**config.mk**
```make
export PLATFORM = sky130hd
export DESIGN_NAME = btn_points_capture
export DESIGN_NICKNAME = d
export VERILOG_FILES = /design/src/rtl/btn_points_pkg.sv /design/src/rtl/debounce_bit.sv /design/src/rtl/btn_points_capture.sv
export SDC_FILE = /design/constraint.sdc
export NUM_CORES = 1
export LEC_CHECK = 0
export BUFFER_PORTS_ARGS = -buffer_cell sky130_fd_sc_hd__buf_2
export CORE_AREA = 2 2 87 47
export CTS_CLUSTER_DIAMETER = 80
export CTS_CLUSTER_SIZE = 30
export DETAILED_ROUTE_END_ITERATION = 16
export DIE_AREA = 0 0 89 49
export GPL_ROUTABILITY_DRIVEN = 0
export GPL_TIMING_DRIVEN = 0
export PLACE_DENSITY = 0.63
export RECOVER_POWER = 50
export SYNTH_ARGS = -nofsm -noshare
export SYNTH_HDL_FRONTEND = slang
export SYNTH_SLANG_ARGS = --single-unit
export TNS_END_PERCENT = 5
```
**constraint.sdc**
```tcl
create_clock -name clock -period 4.7 [get_ports clock]
set_input_delay 0.47 -clock clock [delete_from_list [all_inputs] [get_ports clock]]
set_output_delay 0.47 -clock clock [all_outputs]
set_load 0.02 [all_outputs]
```
**src/rtl/btn_points_pkg.sv**
```systemverilog
// Shared types and constants for the button point-capture front end.
// Optional auto-repeat is enabled by defining BTN_AUTO_REPEAT_EN.
package btn_points_pkg;

    localparam int unsigned DEB_CNT_W = 4;

    localparam logic [1:0] PTS_NONE = 2'd0;
    localparam logic [1:0] PTS_1    = 2'd1;
    localparam logic [1:0] PTS_2    = 2'd2;
    localparam logic [1:0] PTS_3    = 2'd3;

    typedef enum logic [1:0] {
        IDLE     = 2'd0,
        SEND     = 2'd1,
        WAIT_REL = 2'd2
    } captureState_t;

    function automatic logic [1:0] countPressed(input logic [2:0] bits);
        return 2'(bits[0]) + 2'(bits[1]) + 2'(bits[2]);
    endfunction

    // Point value of a one-hot button vector; PTS_NONE otherwise.
    function automatic logic [1:0] ptsOf(input logic [2:0] bits);
        logic [1:0] pts;
        pts = PTS_NONE;
        case (bits)
            3'b001:  pts = PTS_1;
            3'b010:  pts = PTS_2;
            3'b100:  pts = PTS_3;
            default: pts = PTS_NONE;
        endcase
        return pts;
    endfunction

endpackage

```
**src/rtl/debounce_bit.sv**
```systemverilog
// One button: 2-flop synchroniser, polarity normalisation, ce-paced debounce
// counter and a one-clock press edge aligned with the debounced rise.
module debounce_bit
    import btn_points_pkg::*;
#(
    parameter int unsigned DEBOUNCE_TICKS = 4,
    parameter bit          BTN_ACTIVE_LOW = 1'b1
) (
    input  logic clock,
    input  logic reset,
    input  logic ce,
    input  logic raw,
    output logic debounced,
    output logic pressEdge
);

    localparam logic                 RELEASED_LEVEL = BTN_ACTIVE_LOW;
    localparam logic [DEB_CNT_W-1:0] LAST_CNT       = DEB_CNT_W'(DEBOUNCE_TICKS - 1);

    logic [1:0]           syncReg;
    logic [DEB_CNT_W-1:0] cnt;
    logic                 pressed;

    always_ff @(posedge clock or posedge reset) begin
        if (reset) syncReg <= {RELEASED_LEVEL, RELEASED_LEVEL};
        else       syncReg <= {syncReg[0], raw};
    end

    assign pressed = syncReg[1] ^ RELEASED_LEVEL;

    // Level must disagree for DEBOUNCE_TICKS consecutive ce ticks to flip.
    always_ff @(posedge clock or posedge reset) begin
        if (reset) begin
            cnt       <= '0;
            debounced <= 1'b0;
            pressEdge <= 1'b0;
        end else begin
            pressEdge <= 1'b0;
            if (ce) begin
                if (pressed != debounced) begin
                    if (cnt == LAST_CNT) begin
                        debounced <= pressed;
                        pressEdge <= pressed;
                        cnt       <= '0;
                    end else begin
                        cnt <= cnt + DEB_CNT_W'(1);
                    end
                end else begin
                    cnt <= '0;
                end
            end
        end
    end

endmodule

```
**src/rtl/btn_points_capture.sv**
```systemverilog
// Debounces the three point buttons and delivers one point event per press
// over valid/ready. Define BTN_AUTO_REPEAT_EN for hold-to-repeat events.
module btn_points_capture
    import btn_points_pkg::*;
#(
    parameter int unsigned DEBOUNCE_TICKS = 4,
    parameter bit          BTN_ACTIVE_LOW = 1'b1
`ifdef BTN_AUTO_REPEAT_EN
    ,
    parameter int unsigned REPEAT_TICKS   = 50
`endif
) (
    input  logic       clock,
    input  logic       reset,
    input  logic [2:0] botoesEntrada,
    input  logic       ce,
    input  logic       chaveTime,
    input  logic       chaveNegativaPositiva,
    input  logic       evento_ready,
    output logic       evento_valid,
    output logic [1:0] pontos,
    output logic       time_sel,
    output logic       subtrair,
    output logic       erro,
    output logic       busy
);

    logic [2:0]    debounced;
    logic [2:0]    pressEdge;
    captureState_t state;

`ifdef BTN_AUTO_REPEAT_EN
    localparam int unsigned          REP_CNT_W = $clog2(REPEAT_TICKS + 1);
    localparam logic [REP_CNT_W-1:0] REP_LAST  = REP_CNT_W'(REPEAT_TICKS - 1);
    logic [REP_CNT_W-1:0] repCnt;
`endif

    for (genvar i = 0; i < 3; i++) begin : gDebounce
        debounce_bit #(
            .DEBOUNCE_TICKS(DEBOUNCE_TICKS),
            .BTN_ACTIVE_LOW(BTN_ACTIVE_LOW)
        ) uDebounce (
            .clock    (clock),
            .reset    (reset),
            .ce       (ce),
            .raw      (botoesEntrada[i]),
            .debounced(debounced[i]),
            .pressEdge(pressEdge[i])
        );
    end

    always_ff @(posedge clock or posedge reset) begin
        if (reset) begin
            state        <= IDLE;
            evento_valid <= 1'b0;
            pontos       <= PTS_NONE;
            time_sel     <= 1'b0;
            subtrair     <= 1'b0;
            erro         <= 1'b0;
            busy         <= 1'b0;
`ifdef BTN_AUTO_REPEAT_EN
            repCnt       <= '0;
`endif
        end else begin
            erro <= 1'b0;
            case (state)
                IDLE: begin
                    if (countPressed(pressEdge) == 2'd1) begin
                        pontos       <= ptsOf(pressEdge);
                        time_sel     <= chaveTime;
                        subtrair     <= chaveNegativaPositiva;
                        evento_valid <= 1'b1;
                        busy         <= 1'b1;
                        state        <= SEND;
                    end else if (countPressed(pressEdge) > 2'd1) begin
                        erro  <= 1'b1;
                        busy  <= 1'b1;
                        state <= WAIT_REL;
                    end
                end
                SEND: begin
                    if (evento_ready) begin
                        evento_valid <= 1'b0;
                        pontos       <= PTS_NONE;
                        state        <= WAIT_REL;
`ifdef BTN_AUTO_REPEAT_EN
                        repCnt       <= '0;
`endif
                    end
                end
                WAIT_REL: begin
                    if (debounced == 3'b000) begin
                        busy  <= 1'b0;
                        state <= IDLE;
                    end
`ifdef BTN_AUTO_REPEAT_EN
                    // A single held button re-arms an event every REPEAT_TICKS ticks.
                    else if (countPressed(debounced) == 2'd1) begin
                        if (ce) begin
                            if (repCnt == REP_LAST) begin
                                repCnt       <= '0;
                                pontos       <= ptsOf(debounced);
                                time_sel     <= chaveTime;
                                subtrair     <= chaveNegativaPositiva;
                                evento_valid <= 1'b1;
                                state        <= SEND;
                            end else begin
                                repCnt <= repCnt + REP_CNT_W'(1);
                            end
                        end
                    end else begin
                        repCnt <= '0;
                    end
`endif
                end
                default: state <= IDLE;
            endcase
        end
    end

endmodule
```
**Yosys cells after proc, flatten, opt, wreduce, memory -nomap -nowiden**

Cells that the tools add are included.

- Flip-flop bits (word level): 33
- Output and inout port bits: 7
- Logic and storage cells: 89

- Add/sub/neg operators: 5
- Magnitude comparators: 1
- Eq/ne operators: 16
- Multiplexer cells: 34
- Bitwise operators: 3
- Reduce and logical (&&, ||, !) cells: 11

Operator list:

| kind | number |
|---|---|
| 2-to-1 mux 4 bit | 6 |
| AND reduction 3 bit | 6 |
| 2-to-1 mux 1 bit | 17 |
| adder 4 x 1 -> 4 bit, second input constant | 3 |
| == test 4 x 2 -> 1 bit, second input constant | 3 |
| 2-to-1 mux 2 bit | 6 |
| case mux 2 bit (3 select lines) | 2 |
| != test 2 bit, second input constant | 3 |
| == test 2 x 1 -> 1 bit, second input constant | 2 |
| case mux 1 bit (2 select lines) | 2 |
| case mux 2 bit (2 select lines) | 1 |
| nonzero test 2 bit | 2 |
| == test 3 x 1 -> 1 bit, second input constant | 1 |
| == test 3 x 2 -> 1 bit, second input constant | 1 |
| == test 3 bit, second input constant | 1 |
| logical NOT 3 bit | 1 |
| != test 1 bit | 3 |
| != test 3 bit, second input constant | 1 |
| inverter 1 bit | 3 |
| adder 1 x 1 -> 2 bit | 1 |
| adder 2 x 1 -> 2 bit | 1 |
| == test 2 bit, second input constant | 1 |
| > comparator 2 x 1 -> 1 bit, second input constant | 1 |
| logical NOT 2 bit | 1 |
| AND reduction 2 bit | 1 |

**Longest topological paths before layout**

- Depth after elaboration: 6
- Gate-level depth with buffers: 6
- Depth with buffers taken out: 5

**Modules after synthesis**

From an unflattened synthesis, not the netlist that was laid out.

- Cells, all modules: 138
- Area total of the unflattened synthesis: 1554.0 um^2

By module, submodules not included:

| module | instances | cells an instance | area an instance (um^2) | sequential area each (um^2) |
|---|---|---|---|---|
| debounce_bit | 3 | 31 | 361.6 | 202.7 |
| btn_points_capture | 1 | 45 | 469.2 | 225.2 |

**Least setup slack after synthesis**

Ideal clock, no wire load.

- Path kind: register -> register
- Start: register gDebounce[0].uDebounce.pressEdge
- End: register subtrair
- Data arrival time: 1857 ps
- Setup slack: 2718 ps
- Stages on the path, launching flop included: 6
- Path buffers: 1
- Path through: dfrtp_1 -> inv_1 -> fa_1 -> or4b_4 -> buf_6 -> mux2_4

- Longest elaborated chain between the ends: 4

RTL lines:

| what | line | source |
|---|---|---|
| from (decl) | debounce_bit.sv:14 | `output logic pressEdge` |
| from (signal assigned) | debounce_bit.sv:43 | `pressEdge <= pressed;` |
| adder 1 x 1 -> 2 bit | btn_points_pkg.sv:19 | `return 2'(bits[0]) + 2'(bits[1]) + 2'(bits[2]);` |
| adder 2 x 1 -> 2 bit | btn_points_pkg.sv:19 |  |
| == test 2 x 1 -> 1 bit | btn_points_capture.sv:68 | `if (countPressed(pressEdge) == 2'd1) begin` |
| AND reduction 2 bit (no line) | -- |  |
| to (signal assigned) | btn_points_capture.sv:71 | `subtrair <= chaveNegativaPositiva;` |
| to (decl) | btn_points_capture.sv:23 | `output logic subtrair,` |

Every way passes these cells.
A chain may end at the register's enable or synchronous reset.

**Final worst setup path**

Ends and elaborated chain as after synthesis.

==> qor.json <==
{
  "die_h_um": 49,
  "cellLeakagePower_nw": 0.7447,
  "num-fill-cells": 367,
  "busiest_layer": "met2",
  "numCtsBuffers": 5,
  "postSynthNetCount": 140,
  "timing.critical_path.to_type": "flop",
  "final-setup-viol-count": 0,
  "critical_path_cell_count": 5,
  "grt_start_max_net_pins": 34,
  "clock_sink_count": 33,
  "grtUsageMet3_pct": 5.922,
  "routed_wire_length_per_instance_um": 14.00,
  "avgViaCountPerCell": 5.034,
  "ant_diodes": 0,
  "io_buffers": 15,
  "critPathBufInv": 2,
  "worstRegToRegCells": 5,
  "drt-total-wl_um": 2869,
  "via_count_of_the_first_global_routing_pass": 1088,
  "timing.final.crit_period_ns": 2.080,
  "placedInstanceArea_um2": 1609,
  "clock_path_buffers": 2,
  "global_route.usage.met2_pct": 23.51,
  "worstPathCellList": "inv_1, fa_1, or4b_4, buf_6, mux2_4",
  "synthesized_netlist_cell_count": 127,
  "cp-startpoint": "gDebounce[0].uDebounce.pressEdge",
  "fin_tns_setup_ns": 0,
  "detail_route.iter0.violations": 31,
  "regToRegStartpoint": "gDebounce[0].uDebounce.pressEdge",
  "worst-slew-pin-transition_ns": 1.277,
  "multiInputGateArea_um2": 561.8,
  "cts_tree": "done",
  "ant_nets": 0,
  "critical_path_arrival_ns": 2.25,
  "timing.critical_path.slowest_stage_cell": "sky130_fd_sc_hd__or4b_4",
  "syn-cell-area_um2": 1466,
  "final_net_count": 163,
  "most-common-layout-cells": "27 x sky130_fd_sc_hd__dfrtp_1, 15 x sky130_fd_sc_hd__buf_2, 12 x sky130_fd_sc_hd__o21ai_0",
  "worst_slew_margin_rel_pct": 14.90,
  "final_hold_violating_endpoints": 0,
  "ys_types": 35,
  "syn_to_final_growth_pct": 15.61,
  "synth-warning-count": 0,
  "fmax_ghz": 0.4807,
  "ratio_of_cells_with_drive_above_1_in_the_final_layout_pct": 23.18,
  "grt_usage_pct": 15.11,
  "post_cts_resize_count": 0,
  "maximum_resistive_drop_on_vdd_v": 0.0002029,
  "io-pin-count": 16,
  "grt_pass1_wl_um": 4843,
  "outcome": "complete, no violations",
  "grt_use_met1_pct": 18.90,
  "cts_hold_repair.buffers": 0,
  "syn-mean-instance-area_um2": 11.55,
  "cp_data_required_time_ns": 4.87,
  "finClkSkew_ns": 0.003297,
  "cap_viol_max_count": 0,
  "grt_antenna_before_repair": 0,
  "core.rowCount": 16,
  "stdcell_area_um2": 1695,
  "globalRouteOverflowTotal": 0,
  "max_stage_delay_ns": 0.55,
  "route.vias.total": 1032,
  "die_area_um2": 4361,
  "critical_path.startpoint_type": "flop",
  "insertion_delay_ns": 0.28,
  "cp_top_family": "simple AND/OR/NAND/NOR gates",
  "classification_of_the_worst_slack_hold_path": "in2async",
  "cts_setup_buffers": 0,
  "die_width_um": 89,
  "cts.htree.levels": 2,
  "place.detailed.hpwl_um": 2015,
  "start_util_pct": 39.81,
  "drt_drc_violations_left": 0,
  "criticalPathCategory": "reg2reg",
  "finalCritPeriodShare_pct": 44.26,
  "clock-root-buffer": "sky130_fd_sc_hd__clkbuf_8",
  "p_per_area_nw_per_um2": 516.3,
  "largest_fanout_on_the_critical_path": 8,
  "final_number_of_max_transition_violations": 0,
  "clk_pin_slew_ns": 0.07,
  "first_pass_iters": 4,
  "synth.yosys.seq_area_share_pct": 56.83,
  "rsz0062_at_grt": "no",
  "area.sequential_um2": 833.3,
  "yosys_register_bits": 33,
  "placeableCoreArea_um2": 3684,
  "mostFrequentLayoutCell": "sky130_fd_sc_hd__dfrtp_1"
}
## layout make-up
cell class,count,share of cell area (%)
Sequential cell,33,49.15
Multi-Input combinational cell,79,33.14
Timing Repair Buffer,16,4.649
Clock buffer,6,4.280
Tap cell,54,3.985
Inverter,11,2.435
Buffer,4,1.771
Clock inverter,2,0.5904
## flip-flops by register name, summed over array words and instances (netlist names)
register / flops
busy: 1
erro: 1
evento_valid: 1
gDebounce.uDebounce.cnt: 12
gDebounce.uDebounce.debounced: 3
gDebounce.uDebounce.pressEdge: 3
gDebounce.uDebounce.syncReg: 6
pontos: 2
state: 2
subtrair: 1
time_sel: 1
## cells in the mapped netlist (all sizes together)
master / n / area [µm²]
a211oi: 1 / 7.510
a21boi: 1 / 7.510
a21o: 2 / 15.01
a21oi: 1 / 5.000
a31oi: 1 / 6.260
and3: 2 / 12.51
buf: 2 / 22.52
clkbuf: 2 / 7.510
dfrtp: 27 / 675.7
dfstp: 6 / 157.7
fa: 1 / 20.02
ha: 3 / 37.54
inv: 11 / 41.29
mux2: 4 / 52.55
mux2i: 1 / 10.01
nand2: 7 / 26.28
nand3: 4 / 20.02
nand3b: 6 / 45.04
nor2: 2 / 7.510
nor2b: 1 / 6.260
nor3: 5 / 25.02
nor3b: 1 / 7.510
nor4: 3 / 18.77
o21a: 1 / 7.510
o21ai: 12 / 60.06
o22ai: 3 / 18.77
o2bb2ai: 2 / 17.52
o311ai: 1 / 8.760
o31ai: 6 / 45.04
o41ai: 1 / 8.760
or2b: 1 / 7.510
or4b: 1 / 13.76
xnor2: 3 / 26.28
xor2: 2 / 17.52
## routing by layer
metal	part of all wire (%)	wire length (µm)
met5	0	0
met4	0.98	28
met3	5.2	149
met2	46	1307
met1	48	1384
## through the flow
stage	power [mW]	cells	util [%]	setup WS, ns	hold slack, ns
after floorplan	0.5994	127	-	2.718	0.3452
after global placement	0.6571	196	43.68	2.637	0.3487
after detailed placement	0.6765	196	43.68	2.649	0.3475
after CTS	0.8891	204	45.92	2.609	0.2737
after global routing	0.9398	205	46.03	2.538	0.09476
final	0.8753	205	46.03	2.620	0.09981
## logic make-up after synthesis
kind of cell,count (synthesis),synth area share [%]
AND/OR/NAND/NOR,33,12.97
flip-flops,33,56.83
AO/OA/AOI/OAI,32,14.16
buffers and inverters,15,4.864
XOR/XNOR,5,2.987
multiplexers,5,4.266
adder cells (fa/ha/maj),4,3.925
## path summary, 6_finish.rpt
path | to | slack (ns)
setup / recovery | subtrair | 2.62
hold / removal | subtrair | 0.1
hold reg to reg | gDebounce[2].uDebounce.syncReg[1] | 0.36
setup reg to reg | subtrair | 2.62
min in group clock | gDebounce[0].uDebounce.syncReg[0] | 0.28
max in group asynchronous | gDebounce[2].uDebounce.cnt[2] | 3.14
## power breakdown
group,leakage [nW],internal [mW],total [mW],switching [mW]
Sequential,0.417,0.357,0.420,0.0635
Clock,0.0450,0.103,0.206,0.103
Combinational,0.283,0.113,0.249,0.136
Note: power is estimated with default switching activity, not from simulation.
